==> src/rtl/reg_delay_ctrl_if.sv <==
// ---------------------------------------------------------------------------
// reg_delay_ctrl_if
// Handshake and status bundle for the register delay-line controller.
//
// Handshake rule (both ends of the pipe): a word moves across a boundary on a
// rising clock edge only when valid and ready are both high in the cycle
// before that edge. A valid word is held stable until it is taken. Ready may
// depend combinationally on the opposite-side ready (never on valid).
//
// Signals
//   in_valid / in_ready    upstream word present / controller accepts it
//   out_valid / out_ready  last stage live / downstream takes it
//   stage_en   [DEPTH]     load enable for each external data register
//   flush                  synchronous clear of every valid bit
//   drain                  request to stop accepting and empty the pipe
//   drain_done             one-cycle pulse when a drain completes
//   occ        [CNT_WIDTH] registered count of live stages
//   busy                   controller is not idle
//   dbg_state  [2]         FSM state (0 idle, 1 active, 2 drain)
//   dbg_valid  [DEPTH]     per-stage valid vector
//
// Modports
//   slave  : the controller itself
//   master : the surrounding datapath / environment
// ---------------------------------------------------------------------------
interface reg_delay_ctrl_if #(
  parameter int DEPTH     = 3,
  parameter int CNT_WIDTH = 2
);
  logic                 in_valid;
  logic                 in_ready;
  logic                 out_valid;
  logic                 out_ready;
  logic [DEPTH-1:0]     stage_en;
  logic                 flush;
  logic                 drain;
  logic                 drain_done;
  logic [CNT_WIDTH-1:0] occ;
  logic                 busy;
  logic [1:0]           dbg_state;
  logic [DEPTH-1:0]     dbg_valid;

  modport slave (
    input  in_valid, out_ready, flush, drain,
    output in_ready, out_valid, stage_en, drain_done, occ, busy,
           dbg_state, dbg_valid
  );

  modport master (
    output in_valid, out_ready, flush, drain,
    input  in_ready, out_valid, stage_en, drain_done, occ, busy,
           dbg_state, dbg_valid
  );
endinterface

==> src/rtl/reg_delay_ctrl.sv <==
// ---------------------------------------------------------------------------
// reg_delay_ctrl
// Valid/ready controller for a DEPTH-stage register delay line. The data
// registers live in the datapath: stage k loads from stage k-1 (stage 0 from
// the input word) whenever stage_en[k] is high. This block tracks one valid
// bit per stage so bubbles collapse toward the output and back-pressure
// stalls exactly the stages that cannot move. It also supports flush and a
// drain sequence, and reports a registered occupancy count.
//
// Ports
//   clk    rising-edge clock
//   reset  asynchronous, active-high; clears all state immediately
//   bus    reg_delay_ctrl_if.slave (handshake, enables, status, debug)
// ---------------------------------------------------------------------------
module reg_delay_ctrl #(
  parameter int DEPTH     = 3,
  parameter int CNT_WIDTH = 2
) (
  input  logic             clk,
  input  logic             reset,
  reg_delay_ctrl_if.slave  bus
);

  typedef enum logic [1:0] {
    IDLE   = 2'd0,
    ACTIVE = 2'd1,
    DRAIN  = 2'd2
  } state_t;

  state_t               state;
  state_t               state_next;
  logic [DEPTH-1:0]     v;
  logic [DEPTH-1:0]     v_next;
  logic [DEPTH-1:0]     rdy;
  logic [CNT_WIDTH-1:0] occ_q;
  logic [CNT_WIDTH-1:0] occ_next;
  logic                 drain_q;
  logic                 drain_rise;
  logic                 drain_done_q;
  logic                 done_next;
  logic                 accept;

  // Drain is edge-detected so a request held high after completion does not
  // start a second drain.
  assign drain_rise = bus.drain & ~drain_q;

  // Ready chain from the output backwards: a stage can load if it is empty
  // or the stage after it is moving this cycle. Built with a running
  // accumulator so the vector never feeds back on itself.
  always_comb begin
    logic acc;
    rdy = '0;
    acc = bus.out_ready;
    for (int k = DEPTH - 1; k >= 0; k--) begin
      acc    = ~v[k] | acc;
      rdy[k] = acc;
    end
  end

  assign bus.stage_en = rdy & {DEPTH{~bus.flush}};

  // Input is also refused in the cycle a drain is requested, so the pipe
  // starts shrinking immediately rather than one cycle later.
  assign bus.in_ready = rdy[0] & ~bus.flush & (state != DRAIN) & ~drain_rise;
  assign accept       = bus.in_valid & bus.in_ready;

  // Next valid vector: enabled stages shift, stalled stages hold.
  always_comb begin
    v_next = v;
    if (bus.flush) begin
      v_next = '0;
    end else begin
      if (rdy[0]) v_next[0] = accept;
      for (int k = 1; k < DEPTH; k++) begin
        if (rdy[k]) v_next[k] = v[k-1];
      end
    end
  end

  // Occupancy is the popcount of the next valid vector, so it is exact and
  // bounded by DEPTH.
  always_comb begin
    occ_next = '0;
    for (int k = 0; k < DEPTH; k++) begin
      occ_next = occ_next + CNT_WIDTH'(v_next[k]);
    end
  end

  // FSM next state and drain completion. Flush wins over drain; a flush
  // during (or together with) a drain counts as completing it.
  always_comb begin
    state_next = state;
    done_next  = 1'b0;
    if (bus.flush) begin
      state_next = IDLE;
      done_next  = (state == DRAIN) | drain_rise;
    end else if (drain_rise && (state != DRAIN)) begin
      if (v_next == '0) begin
        state_next = IDLE;
        done_next  = 1'b1;
      end else begin
        state_next = DRAIN;
      end
    end else begin
      unique case (state)
        IDLE: begin
          if (v_next != '0) state_next = ACTIVE;
        end
        ACTIVE: begin
          if (v_next == '0) state_next = IDLE;
        end
        DRAIN: begin
          if (v_next == '0) begin
            state_next = IDLE;
            done_next  = 1'b1;
          end
        end
        default: state_next = IDLE;
      endcase
    end
  end

  always_ff @(posedge clk or posedge reset) begin
    if (reset) begin
      state        <= IDLE;
      v            <= '0;
      occ_q        <= '0;
      drain_q      <= 1'b0;
      drain_done_q <= 1'b0;
    end else begin
      state        <= state_next;
      v            <= v_next;
      occ_q        <= occ_next;
      drain_q      <= bus.drain;
      drain_done_q <= done_next;
    end
  end

  assign bus.out_valid  = v[DEPTH-1];
  assign bus.occ        = occ_q;
  assign bus.busy       = (state != IDLE);
  assign bus.drain_done = drain_done_q;
  assign bus.dbg_state  = state;
  assign bus.dbg_valid  = v;

endmodule

==> src/flat_wrapper.sv <==
// flat-port wrapper written by rule: the top's interface ports become plain ports
module reg_delay_ctrl_flat 
#(
  parameter int DEPTH     = 3,
  parameter int CNT_WIDTH = 2
)
  (clk, reset, bus_in_valid, bus_out_ready, bus_flush, bus_drain, bus_in_ready, bus_out_valid, bus_stage_en, bus_drain_done, bus_occ, bus_busy, bus_dbg_state, bus_dbg_valid);
  reg_delay_ctrl_if #(.DEPTH(DEPTH), .CNT_WIDTH(CNT_WIDTH)) bus_i ();
  input  logic clk;
  input  logic reset;
  input wire logic [$bits(bus_i.in_valid)-1:0] bus_in_valid;
  input wire logic [$bits(bus_i.out_ready)-1:0] bus_out_ready;
  input wire logic [$bits(bus_i.flush)-1:0] bus_flush;
  input wire logic [$bits(bus_i.drain)-1:0] bus_drain;
  output wire logic [$bits(bus_i.in_ready)-1:0] bus_in_ready;
  output wire logic [$bits(bus_i.out_valid)-1:0] bus_out_valid;
  output wire logic [$bits(bus_i.stage_en)-1:0] bus_stage_en;
  output wire logic [$bits(bus_i.drain_done)-1:0] bus_drain_done;
  output wire logic [$bits(bus_i.occ)-1:0] bus_occ;
  output wire logic [$bits(bus_i.busy)-1:0] bus_busy;
  output wire logic [$bits(bus_i.dbg_state)-1:0] bus_dbg_state;
  output wire logic [$bits(bus_i.dbg_valid)-1:0] bus_dbg_valid;
  assign bus_i.in_valid = bus_in_valid;
  assign bus_i.out_ready = bus_out_ready;
  assign bus_i.flush = bus_flush;
  assign bus_i.drain = bus_drain;
  assign bus_in_ready = bus_i.in_ready;
  assign bus_out_valid = bus_i.out_valid;
  assign bus_stage_en = bus_i.stage_en;
  assign bus_drain_done = bus_i.drain_done;
  assign bus_occ = bus_i.occ;
  assign bus_busy = bus_i.busy;
  assign bus_dbg_state = bus_i.dbg_state;
  assign bus_dbg_valid = bus_i.dbg_valid;
  reg_delay_ctrl #(.DEPTH(DEPTH), .CNT_WIDTH(CNT_WIDTH)) u_core (.clk(clk), .reset(reset), .bus(bus_i));
endmodule
==> config.mk <==
export PLATFORM = sky130hd
export DESIGN_NAME = reg_delay_ctrl_flat
export DESIGN_NICKNAME = d
export VERILOG_FILES = /design/src/rtl/reg_delay_ctrl_if.sv /design/src/rtl/reg_delay_ctrl.sv /design/src/flat_wrapper.sv
export SDC_FILE = /design/constraint.sdc
export NUM_CORES = 1
export LEC_CHECK = 0
export BUFFER_PORTS_ARGS = -buffer_cell sky130_fd_sc_hd__buf_4
export CORE_AREA = 4 4 41 43
export CTS_CLUSTER_DIAMETER = 30
export CTS_CLUSTER_SIZE = 8
export DETAILED_ROUTE_END_ITERATION = 16
export DIE_AREA = 0 0 45 47
export HOLD_SLACK_MARGIN = 0.08
export PLACE_DENSITY = 0.66
export SYNTH_ARGS = -nofsm -noshare
export SYNTH_HDL_FRONTEND = slang
export SYNTH_SLANG_ARGS = --single-unit
==> constraint.sdc <==
create_clock -name clk -period 2.15 [get_ports clk]
set_input_delay 0.1075 -clock clk [delete_from_list [all_inputs] [get_ports clk]]
set_output_delay 0.1075 -clock clk [all_outputs]
set_load 0.1 [all_outputs]
==> reports/metrics.csv, run 1 <==
stage;metric;value;unit
synthesis;Netlist cell types;23;
cells_and_area;nets;78;
synthesis;cell count after synthesis;45;
cells_and_area;P&R area growth vs syn;47.7;%
timing;post-route setup TNS;0;ns
cells_and_area;FILL cells;126;
worst_setup_path;crit-path cells;inv_1, ha_1, a211o_1, a21oi_1, fa_1;
clocking;CTS buffer count;3;
die;Die H;47;um
die;Core Rows;13;
worst_setup_path;CP bufs+invs;1;
clocking;CTS tree;done;
placement;PortBufs;19;
global_route;vias in the first global route;356;
worst_setup_path;slowest stage delay, CP;0.43;ns
worst_setup_path;CP Class;reg2reg;
worst_setup_path;WP data arrival;1.89;ns
clocking;Root Driver;clkbuf_4;
synthesis;Synth Register Bits;9;
timing;Slew @ Worst Pin;0.513;ns
worst_setup_path;crit path max fanout;4;
die;Die ar.;2120;sq um
cells_and_area;Finished Layout Cells;83;
synthesis;Syn Nets;54;
timing;fin crit share;82.0;%
timing;# setup viols final;0;
synthesis;sequential fraction of the synthesis area;47.7;%
pwr;maximum VDD drop;0.000491;V
routing;drt initial violations;7;
routing;Routed WL;1.01;mm
synthesis;Synth Warn #;0;
run_status;outcome;completed;
pwr;power density cells;945;nW/um^2
placement;dpl ws;0.408;ns
pwr;Pwr Total;0.000658;W
cells_and_area;ANT cells;0;
worst_setup_path;largest delay contributor family on the critical path;adder cells;
synthesis;Mapped Area;472;sq um
flow_run;Max-Cap Viols;0;
global_route;largest net degree at the start of global routing;10;
pwr;Lkg Pwr;0.345;nW
cells_and_area;share of cells above drive strength 1;50.0;%
die;Starting Density;36.2;%
timing;relative slew slack;65.8;%
routing;vias per cell;4.61;
worst_setup_path;Setup crit end kind;register;
clocking;level count of the clock H-tree;1;
global_route;global route total overflow;0;
timing;Final WS setup;0.387;ns
cells_and_area;footprint of the multi-input gates;230;sq um
clocking;clock tree buffer depth;2;
routing;Routed Antenna Nets;0;
placement;Placed Cells;77;
timing;maximum clock rate;567;MHz
clocking;clock-pin slew on the worst setup and hold paths;0.06;ns
worst_setup_path;Crit-path slowest cell;fa_1;
routing;Wirelength per Cell;12.2;um
timing;skew final;0.00362;ns
hold_path;Hold Crit Class;in2reg;
global_route;initial antenna violation count;0;
worst_setup_path;Worst EP required;2.28;ns
clocking;worst skew pair latency;0.26;ns
timing;Final min period;1.76;ns
routing;Pre-Repair DR Iteration Count;4;
cells_and_area;FF/Latch Area;229;sq um
routing;vias post-DR;383;
die;I/O pins;20;
timing;Final Hold Viols;0;
timing;RSZ-0062 raised after global routing;false;
global_route;GRT Total Usage;11.0;%
die;overall die width;45;um
global_route;first-pass GRT wire length;1.59;mm
worst_setup_path;CP startpoint kind;register;
timing;Final Slew Violations;0;
placement;GP Congestion;0.861;
routing;DRC;0;
timing;hold slack;0.104;ns
synthesis;synthesized area per cell;10.5;sq um
placement;DP HPWL;792;um
clocking;CTS resizes;0;
die;core footprint;1300;sq um
clocking;CTS sink count;9;
## logic make-up after synthesis
logic type | Yosys count | share of synthesized area, %
fa+ha+maj | 3 | 9.55
flops | 9 | 47.7
compound gates | 8 | 13.0
mux | 1 | 2.12
simple gates | 15 | 19.4
buf+inv | 9 | 8.22
## path summary, 6_finish.rpt
kind                                           endpoint  slack, ns                    start  cells after the start
worst max-delay path                  u_core.bus.occ[0]       0.39  u_core.bus.dbg_state[0]                      5
worst max register to register        u_core.bus.occ[0]       0.39  u_core.bus.dbg_state[0]                      5
max in group asynchronous       u_core.bus.dbg_valid[2]       1.52                    reset                      3
worst min-delay path            u_core.bus.dbg_state[0]       0.10                bus_flush                      2
min in group asynchronous       u_core.bus.dbg_valid[0]       0.36                    reset                      3
worst min register to register    u_core.bus.drain_done       0.67           u_core.drain_q                      3
## worst reg2reg max path, delay by kind of cell, from the launching register on
family	cells	cell delay, ns
AO/OA/AOI/OAI	2	0.54
buffers and inverters	1	0.06
flip-flops	1	0.38
adder cells (fa/ha/maj)	2	0.65
## report_power, final
group	leakage (nW)	switching (W)	internal [W]
logic	0.216	0.000248	0.0000791
clock network	0.0150	0.0000587	0.0000715
registers	0.114	0.0000146	0.000186
total	0.345	0.000322	0.000337
## repair_timing
item / CTS / global route
hold buffers: 2 / 0
setup buffers: 0 / 0
endpoints found under the hold margin: 10 / 0
## cell usage after synthesis
cell type | instances | area share (%)
buf_2 | 1 | 1.1
mux2i_1 | 1 | 2.1
a221oi_2 | 1 | 3.2
a211o_1 | 1 | 1.9
fa_1 | 1 | 4.2
nor2b_1 | 1 | 1.3
nor3b_1 | 1 | 1.6
and3_1 | 1 | 1.3
dfrtp_1 | 9 | 48
nor3_4 | 1 | 3.4
nor4_2 | 1 | 2.7
o311a_2 | 1 | 2.4
ha_1 | 2 | 5.3
inv_1 | 6 | 4.8
clkbuf_1 | 1 | 0.79
nor2_1 | 6 | 4.8
nor3_1 | 1 | 1.1
nand2_1 | 1 | 0.79
a21oi_1 | 4 | 4.2
a31oi_1 | 1 | 1.3
nand3_1 | 1 | 1.1
buf_4 | 1 | 1.6
and2_1 | 1 | 1.3
## layout make-up
| class | count | share of cell area [%] |
|---|---|---|
| tap | 15 | 2.69 |
| sequential | 9 | 32.9 |
| clock buffer | 4 | 3.77 |
| multi-input combinational | 27 | 33.0 |
| inverter | 6 | 3.23 |
| timing repair buffer | 22 | 24.4 |
## state kept, by name (all words and copies together) (netlist names)
register and cells:
u_core.bus.dbg_valid 3, u_core.drain_q 1, u_core.bus.dbg_state 2, u_core.bus.occ 2
u_core.bus.drain_done 1
## metrics by stage
stage,area (sq um),util [%]
floorplan,498,-
global placement,651,50.0
detailed placement,651,50.0
CTS,697,53.6
global route,697,53.6
finish,697,53.6
## placed cells by master, fill, tap and decap left out
| cell type | netlist | routed |
|---|---|---|
| a211o_1 | 1 | 1 |
| a21oi_1 | 4 | 3 |
| a21oi_2 | 0 | 1 |
| a221oi_2 | 1 | 1 |
| a31oi_4 | 0 | 1 |
| and2_2 | 0 | 1 |
| and3_1 | 1 | 1 |
| buf_4 | 1 | 20 |
| clkbuf_1 | 1 | 1 |
| clkbuf_4 | 0 | 3 |
| dfrtp_1 | 9 | 6 |
| dfrtp_2 | 0 | 3 |
| dlygate4sd3_1 | 0 | 2 |
| fa_1 | 1 | 1 |
| ha_1 | 2 | 2 |
| inv_1 | 6 | 6 |
| mux2i_1 | 1 | 1 |
| nand2_1 | 1 | 1 |
| nand3_1 | 1 | 1 |
| nor2_1 | 6 | 5 |
| nor2_2 | 0 | 1 |
| nor2b_1 | 1 | 1 |
| nor3_1 | 1 | 1 |
| nor3_4 | 1 | 1 |
| nor3b_1 | 1 | 1 |
| nor4_2 | 1 | 1 |
| o311a_2 | 1 | 1 |
## metal layers
metal	wire (um)	global-route usage, %
met5	0	0
met4	13	8.77
met3	42	3.45
met2	510	14.4
met1	446	14.7
(Power assumes the default switching activity.)
==> inputs of run 2 (changes only) <==
==> constraint.sdc (replaced) <==
create_clock -name clk -period 1.63 [get_ports clk]
set_input_delay 0.0815 -clock clk [delete_from_list [all_inputs] [get_ports clk]]
set_output_delay 0.0815 -clock clk [all_outputs]
set_load 0.1 [all_outputs]
==> run 2 against run 1 <==
  * The run now ends with setup timing left
  * Die area did not move
  * Critical path depth fell by 1
  * Clock power rose by 36%
  * Routed wire length rose by 26%
  * Count of clock-buffer cells in the layout fell by 1
  * Worst setup slack got worse by 0.41 ns
  * Sequential power rose by 34%
  * Critical path type unchanged
  * Largest power group unchanged
==> reports/metrics.csv, run 2 (same netlist as run 1, synthesis figures left out) <==
stage;metric;value;unit
timing;relative slew slack;76.2;%
global_route;first-pass GRT wire length;2.01;mm
clocking;Root Driver;clkbuf_4;
timing;skew final;0.00623;ns
global_route;global route total overflow;0;
clocking;clock-pin slew on the worst setup and hold paths;0.07;ns
cells_and_area;ANT cells;0;
cells_and_area;P&R area growth vs syn;84.1;%
cells_and_area;max FFs per register;3;
placement;PortBufs;19;
clocking;clock tree buffer depth;2;
die;Die ar.;2120;sq um
clocking;worst skew pair latency;0.27;ns
timing;# setup viols final;1;
clocking;level count of the clock H-tree;1;
timing;maximum clock rate;603;MHz
cells_and_area;share of cells above drive strength 1;70.1;%
routing;drt initial violations;10;
placement;GP Congestion;0.677;
die;core footprint;1300;sq um
timing;Final Slew Violations;0;
clocking;CTS tree;done;
routing;Routed WL;1.28;mm
timing;post-route setup TNS;-0.0272;ns
routing;vias per cell;4.96;
placement;dpl ws;-0.0274;ns
timing;Final Hold Viols;0;
routing;DRC;0;
worst_setup_path;CP startpoint kind;register;
worst_setup_path;R2R Path Start;u_core.bus.dbg_state[1];
hold_path;Hold Crit Class;in2reg;
timing;RSZ-0062 raised after global routing;true;
clocking;CTS buffer count;3;
routing;Pre-Repair DR Iteration Count;4;
die;overall die width;45;um
worst_setup_path;Worst EP required;1.77;ns
global_route;largest net degree at the start of global routing;10;
global_route;vias in the first global route;464;
routing;Routed Antenna Nets;0;
worst_setup_path;Setup crit end kind;register;
timing;Final min period;1.66;ns
timing;fin crit share;102;%
cells_and_area;FILL cells;109;
worst_setup_path;crit path max fanout;2;
pwr;power density cells;1130;nW/um^2
pwr;maximum VDD drop;0.000737;V
placement;DP HPWL;942;um
cells_and_area;Final Util;66.7;%
cells_and_area;commonest non-fill, non-tap cells in the layout;buf_4, nor2_1, dlygate4sd3_1, dfrtp_1;
cells_and_area;nets;87;
global_route;initial antenna violation count;0;
timing;Slew @ Worst Pin;0.356;ns
run_status;failing checks;setup timing;
cells_and_area;most common cell after layout, fill and taps aside;buf_4;
timing;Final WS setup;-0.0272;ns
worst_setup_path;worst setup path start;u_core.bus.dbg_state[1];
worst_setup_path;CP Class;reg2reg;
global_route;GRT Total Usage;14.3;%
flow_run;Max-Cap Viols;0;
die;Die H;47;um
clocking;CTS sink count;9;
pwr;Lkg Pwr;0.392;nW
routing;Wirelength per Cell;13.9;um
hold_path;Worst Min Path Start;bus_out_ready;
run_status;outcome;finished with violations;
die;Core Rows;13;
die;I/O pins;20;
routing;vias post-DR;456;
worst_setup_path;WP data arrival;1.80;ns
die;Starting Density;36.2;%
run 2: through the flow:
step	area [sq um]	total power, W	hold WS [ns]	std cells
floorplan	567	0.000665	-0.0907	45
global placement	762	0.000774	0.0727	83
detailed placement	762	0.000783	0.0759	83
CTS	822	0.000977	0.0671	88
global route	868	0.00102	0.165	92
finish	868	0.000979	0.158	92
run 2: worst paths after layout:
kind                                            to  slack, ns  cells after the start
min in group asynchronous        u_core.bus.occ[0]       0.34                      3
setup / recovery                 u_core.bus.occ[0]      -0.03                      4
max in group asynchronous  u_core.bus.dbg_state[0]       0.99                      3
hold reg to reg            u_core.bus.dbg_valid[0]       0.68                      2
setup reg to reg                 u_core.bus.occ[0]      -0.03                      4
hold / removal             u_core.bus.dbg_valid[2]       0.16                      4
run 2: final cells by class:
class	count	area (sq um)	share of cell area [%]
Clock buffer	3	22.5	2.59
Clock inverter	1	5.00	0.576
Inverter	6	31.3	3.60
Multi-Input combinational cell	27	297	34.1
Sequential cell	9	239	27.5
Tap cell	15	18.8	2.16
Timing Repair Buffer	31	255	29.4
run 2: power breakdown:
group	internal, W	switching (W)	leakage (nW)	total [W]
clock	0.0000907	0.0000868	0.0177	0.000177
combinational	0.000168	0.000366	0.265	0.000534
sequential	0.000249	0.0000186	0.110	0.000268
total	0.000508	0.000472	0.392	0.000979
run 2: repair_timing:
item,4_1_cts,5_1_grt
hold buffers,2,2
pin swaps,2,3
hold endpoints to repair,12,1
gates resized for setup,5,2
setup endpoints to repair,3,2
buffers inserted,0,3
run 2: worst max-delay path: stages, from the launching register on:
cell and delay [ns]:
dfrtp_4 0.49, ha_4 0.16, a211o_1 0.26, a21oi_2 0.17, fa_2 0.46
run 2: metal layers:
metal,part of all wire [%],up-vias,routed length (um),track usage (%)
met5,0,-,0,0
met1,38,218,484,14.1
li1,-,215,-,-
met3,9.1,4,117,7.66
met2,50,19,635,23.4
met4,3.3,0,42,9.36
==> inputs of run 3 (changes only) <==
--- a/config.mk
+++ b/config.mk
@@ -5,14 +5,15 @@
 export SDC_FILE = /design/constraint.sdc
 export NUM_CORES = 1
 export LEC_CHECK = 0
+export ABC_AREA = 1
 export BUFFER_PORTS_ARGS = -buffer_cell sky130_fd_sc_hd__buf_4
-export CORE_AREA = 4 4 41 43
+export CORE_AREA = 2 2 39 41
 export CTS_CLUSTER_DIAMETER = 30
 export CTS_CLUSTER_SIZE = 8
 export DETAILED_ROUTE_END_ITERATION = 16
-export DIE_AREA = 0 0 45 47
+export DIE_AREA = 0 0 41 43
 export HOLD_SLACK_MARGIN = 0.08
-export PLACE_DENSITY = 0.66
+export PLACE_DENSITY = 0.67
 export SYNTH_ARGS = -nofsm -noshare
 export SYNTH_HDL_FRONTEND = slang
 export SYNTH_SLANG_ARGS = --single-unit
==> run 3 against run 2 <==
  * The flow now finishes without violations
  * Largest cell class is now flip-flops and latches
  * Utilization down 13 points
  * Via count down 5.7%
  * Critical endpoint unchanged
  * Sequential cell count unchanged
  * Maximum frequency up 5.5%
  * Final cell count up 8.7%
  * Critical path depth up 4
  * Area after synthesis up 1.9%
  * Clock skew down 0.0050 ns
==> reports/metrics.csv, run 3 <==
stage;metric;value;unit
timing;skew final;0.00127;ns
worst_setup_path;Setup crit end kind;register;
timing;Final Hold Viols;0;
global_route;largest net degree at the start of global routing;10;
clocking;CTS buffer count;3;
timing;relative slew slack;78.6;%
die;Die ar.;1760;sq um
global_route;vias in the first global route;409;
worst_setup_path;CP Class;reg2reg;
cells_and_area;max FFs per register;3;
timing;Final min period;1.57;ns
global_route;first-pass GRT wire length;1.56;mm
routing;drt initial violations;3;
timing;RSZ-0062 raised after global routing;false;
placement;GP Congestion;0.704;
placement;placed cell areas;683;sq um
die;core footprint;1380;sq um
worst_setup_path;setup slack, reg-to-reg;0.06;ns
synthesis;asr flop ratio synth;100;%
synthesis;Mapped Area;480;sq um
worst_setup_path;R2R cell count;8;
clocking;worst skew pair latency;0.25;ns
hold_path;Hold Crit Endpoint;u_core.bus.dbg_valid[2];
cells_and_area;nets;94;
timing;Slew @ Worst Pin;0.320;ns
routing;DRC;0;
worst_setup_path;WP data arrival;1.69;ns
run_status;outcome;completed;
global_route;GRT Total Usage;13.9;%
synthesis;synthesized area per cell;8.14;sq um
clocking;CTS sink count;9;
hold_path;Hold Crit Class;in2reg;
die;overall die width;41;um
pwr;Lkg Pwr;0.419;nW
synthesis;Netlist cell types;13;
routing;Pre-Repair DR Iteration Count;2;
synthesis;Synth Warn #;0;
global_route;initial antenna violation count;0;
synthesis;Syn Nets;68;
routing;Routed WL;985;um
synthesis;top cells by count, synth;nand2_1, inv_1, dfrtp_1;
pwr;maximum VDD drop;0.000559;V
clocking;level count of the clock H-tree;1;
placement;PortBufs;19;
synthesis;Synth area leaders;dfrtp_1, nand2_1, inv_1, nand3_1, ha_1;
timing;Final Slew Violations;0;
clocking;clock tree buffer depth;2;
global_route;global route total overflow;0;
clocking;CTS resizes;0;
synthesis;Most used DFF post-synth;dfrtp_1;
routing;Routed Antenna Nets;0;
die;Starting Density;34.7;%
routing;vias post-DR;430;
synthesis;top-count cell post-synth;nand2_1;
flow_run;Max-Cap Viols;0;
cells_and_area;ANT cells;0;
die;Die H;43;um
timing;# setup viols final;0;
cells_and_area;share of cells above drive strength 1;46.4;%
cells_and_area;most common cell after layout, fill and taps aside;buf_4;
timing;fin crit share;96.4;%
worst_setup_path;crit path max fanout;5;
hold_path;hold depth;4;
worst_setup_path;R2R Path Start;u_core.bus.dbg_state[0];
routing;vias per cell;4.30;
worst_setup_path;Worst EP required;1.75;ns
synthesis;Post-synth EDFFs;0;
synthesis;Synth Register Bits;9;
cells_and_area;P&R area growth vs syn;53.9;%
worst_setup_path;CP startpoint kind;register;
hold_path;Worst Min Path Start;bus_out_ready;
cells_and_area;commonest non-fill, non-tap cells in the layout;buf_4, nand2_1, inv_1, nand3_1, dfrtp_1;
clocking;clock-pin slew on the worst setup and hold paths;0.06;ns
die;Core Rows;14;
worst_setup_path;RR Endpoint;u_core.bus.occ[0];
synthesis;top-area cell type share of the netlist area;46.9;%
synthesis;cell count after synthesis;59;
synthesis;sequential fraction of the synthesis area;46.9;%
pwr;power density cells;1020;nW/um^2
placement;dpl ws;0.0564;ns
placement;DP HPWL;827;um
timing;maximum clock rate;637;MHz
die;I/O pins;20;
clocking;Root Driver;clkbuf_4;
clocking;CTS tree;done;
cells_and_area;Final Cell Area;739;sq um
synthesis;top cell type by total area after synthesis;dfrtp_1;
routing;Wirelength per Cell;9.85;um
timing;Final WS setup;0.0590;ns
==> run 3: cell types whose count changed after synthesis, sizes merged, moves of 2 or more <==
cell,delta
nand2,+16
inv,+9
nand3,+5
nor2,-5
nand4,+2
nor3,-2
==> run 3: area by class of cell <==
class | count | area [sq um]
clock buffer | 4 | 26.3
fill | 139 | 644
inverter | 15 | 61.3
multi-input combinational | 34 | 220
sequential | 9 | 239
tap | 16 | 20.0
timing repair buffer | 22 | 173
==> run 3: through the flow <==
step                hold slack [ns]  setup TNS (ns)  util (%)  total power (W)  cells
floorplan                   -0.0907         -0.0364         -         0.000522     59
global placement             0.0560               0      49.4         0.000587     93
detailed placement           0.0613               0      49.4         0.000590     93
CTS                           0.166               0      53.4         0.000764    100
global route                  0.201               0      53.4         0.000794    100
finish                        0.177               0      53.4         0.000752    100
==> run 3: how the worst max path moves through the flow <==
stage	from	end	slack, ns	cells past startpoint
after global placement	u_core.bus.dbg_state[1]	u_core.bus.occ[0]	0.12	7
final	u_core.bus.dbg_state[0]	u_core.bus.occ[0]	0.06	8
after floorplan	u_core.bus.dbg_state[0]	u_core.bus.occ[0]	-0.04	8
after CTS	u_core.bus.dbg_state[0]	u_core.bus.occ[0]	0.05	8
after detailed placement	u_core.bus.dbg_state[0]	u_core.bus.occ[0]	0.06	8
after global routing	u_core.bus.dbg_state[1]	u_core.bus.occ[0]	0.008	7
==> run 3: cell families (layout without fill, tap and decap cells) <==
logic type,count (synthesis),in the layout,share of synthesized area [%]
fa+ha+maj,3,3,9.37
simple gates,26,26,24.0
flops,9,9,46.9
buf+inv,16,41,13.3
compound gates,5,5,6.51
==> run 3: where the power goes <==
part	internal [W]	total, W	switching (W)
registers	0.000243	0.000255	0.0000122
clock network	0.0000938	0.000163	0.0000695
logic	0.0000742	0.000334	0.000260
==> run 3: repair_timing <==
action / CTS / global route
setup buffers: 0 / 0
hold buffers: 3 / 0
hold endpoints to repair: 12 / 0
==> run 3: layer usage <==
layer	global-route usage (%)	wire (um)	vias up
met1	15.0	394	185
met2	21.3	512	14
met4	12.0	17	0
li1	-	-	229
met3	3.14	60	2
met5	0	0	-
==> run 3: worst max-delay path, stage by stage (launching register included) <==
cell and delay (ns):
dfrtp_4 0.49, inv_4 0.07, ha_4 0.13, inv_4 0.04, nand3_2 0.06, nand2_1 0.06, nand2_2 0.09, inv_2 0.05
fa_1 0.44
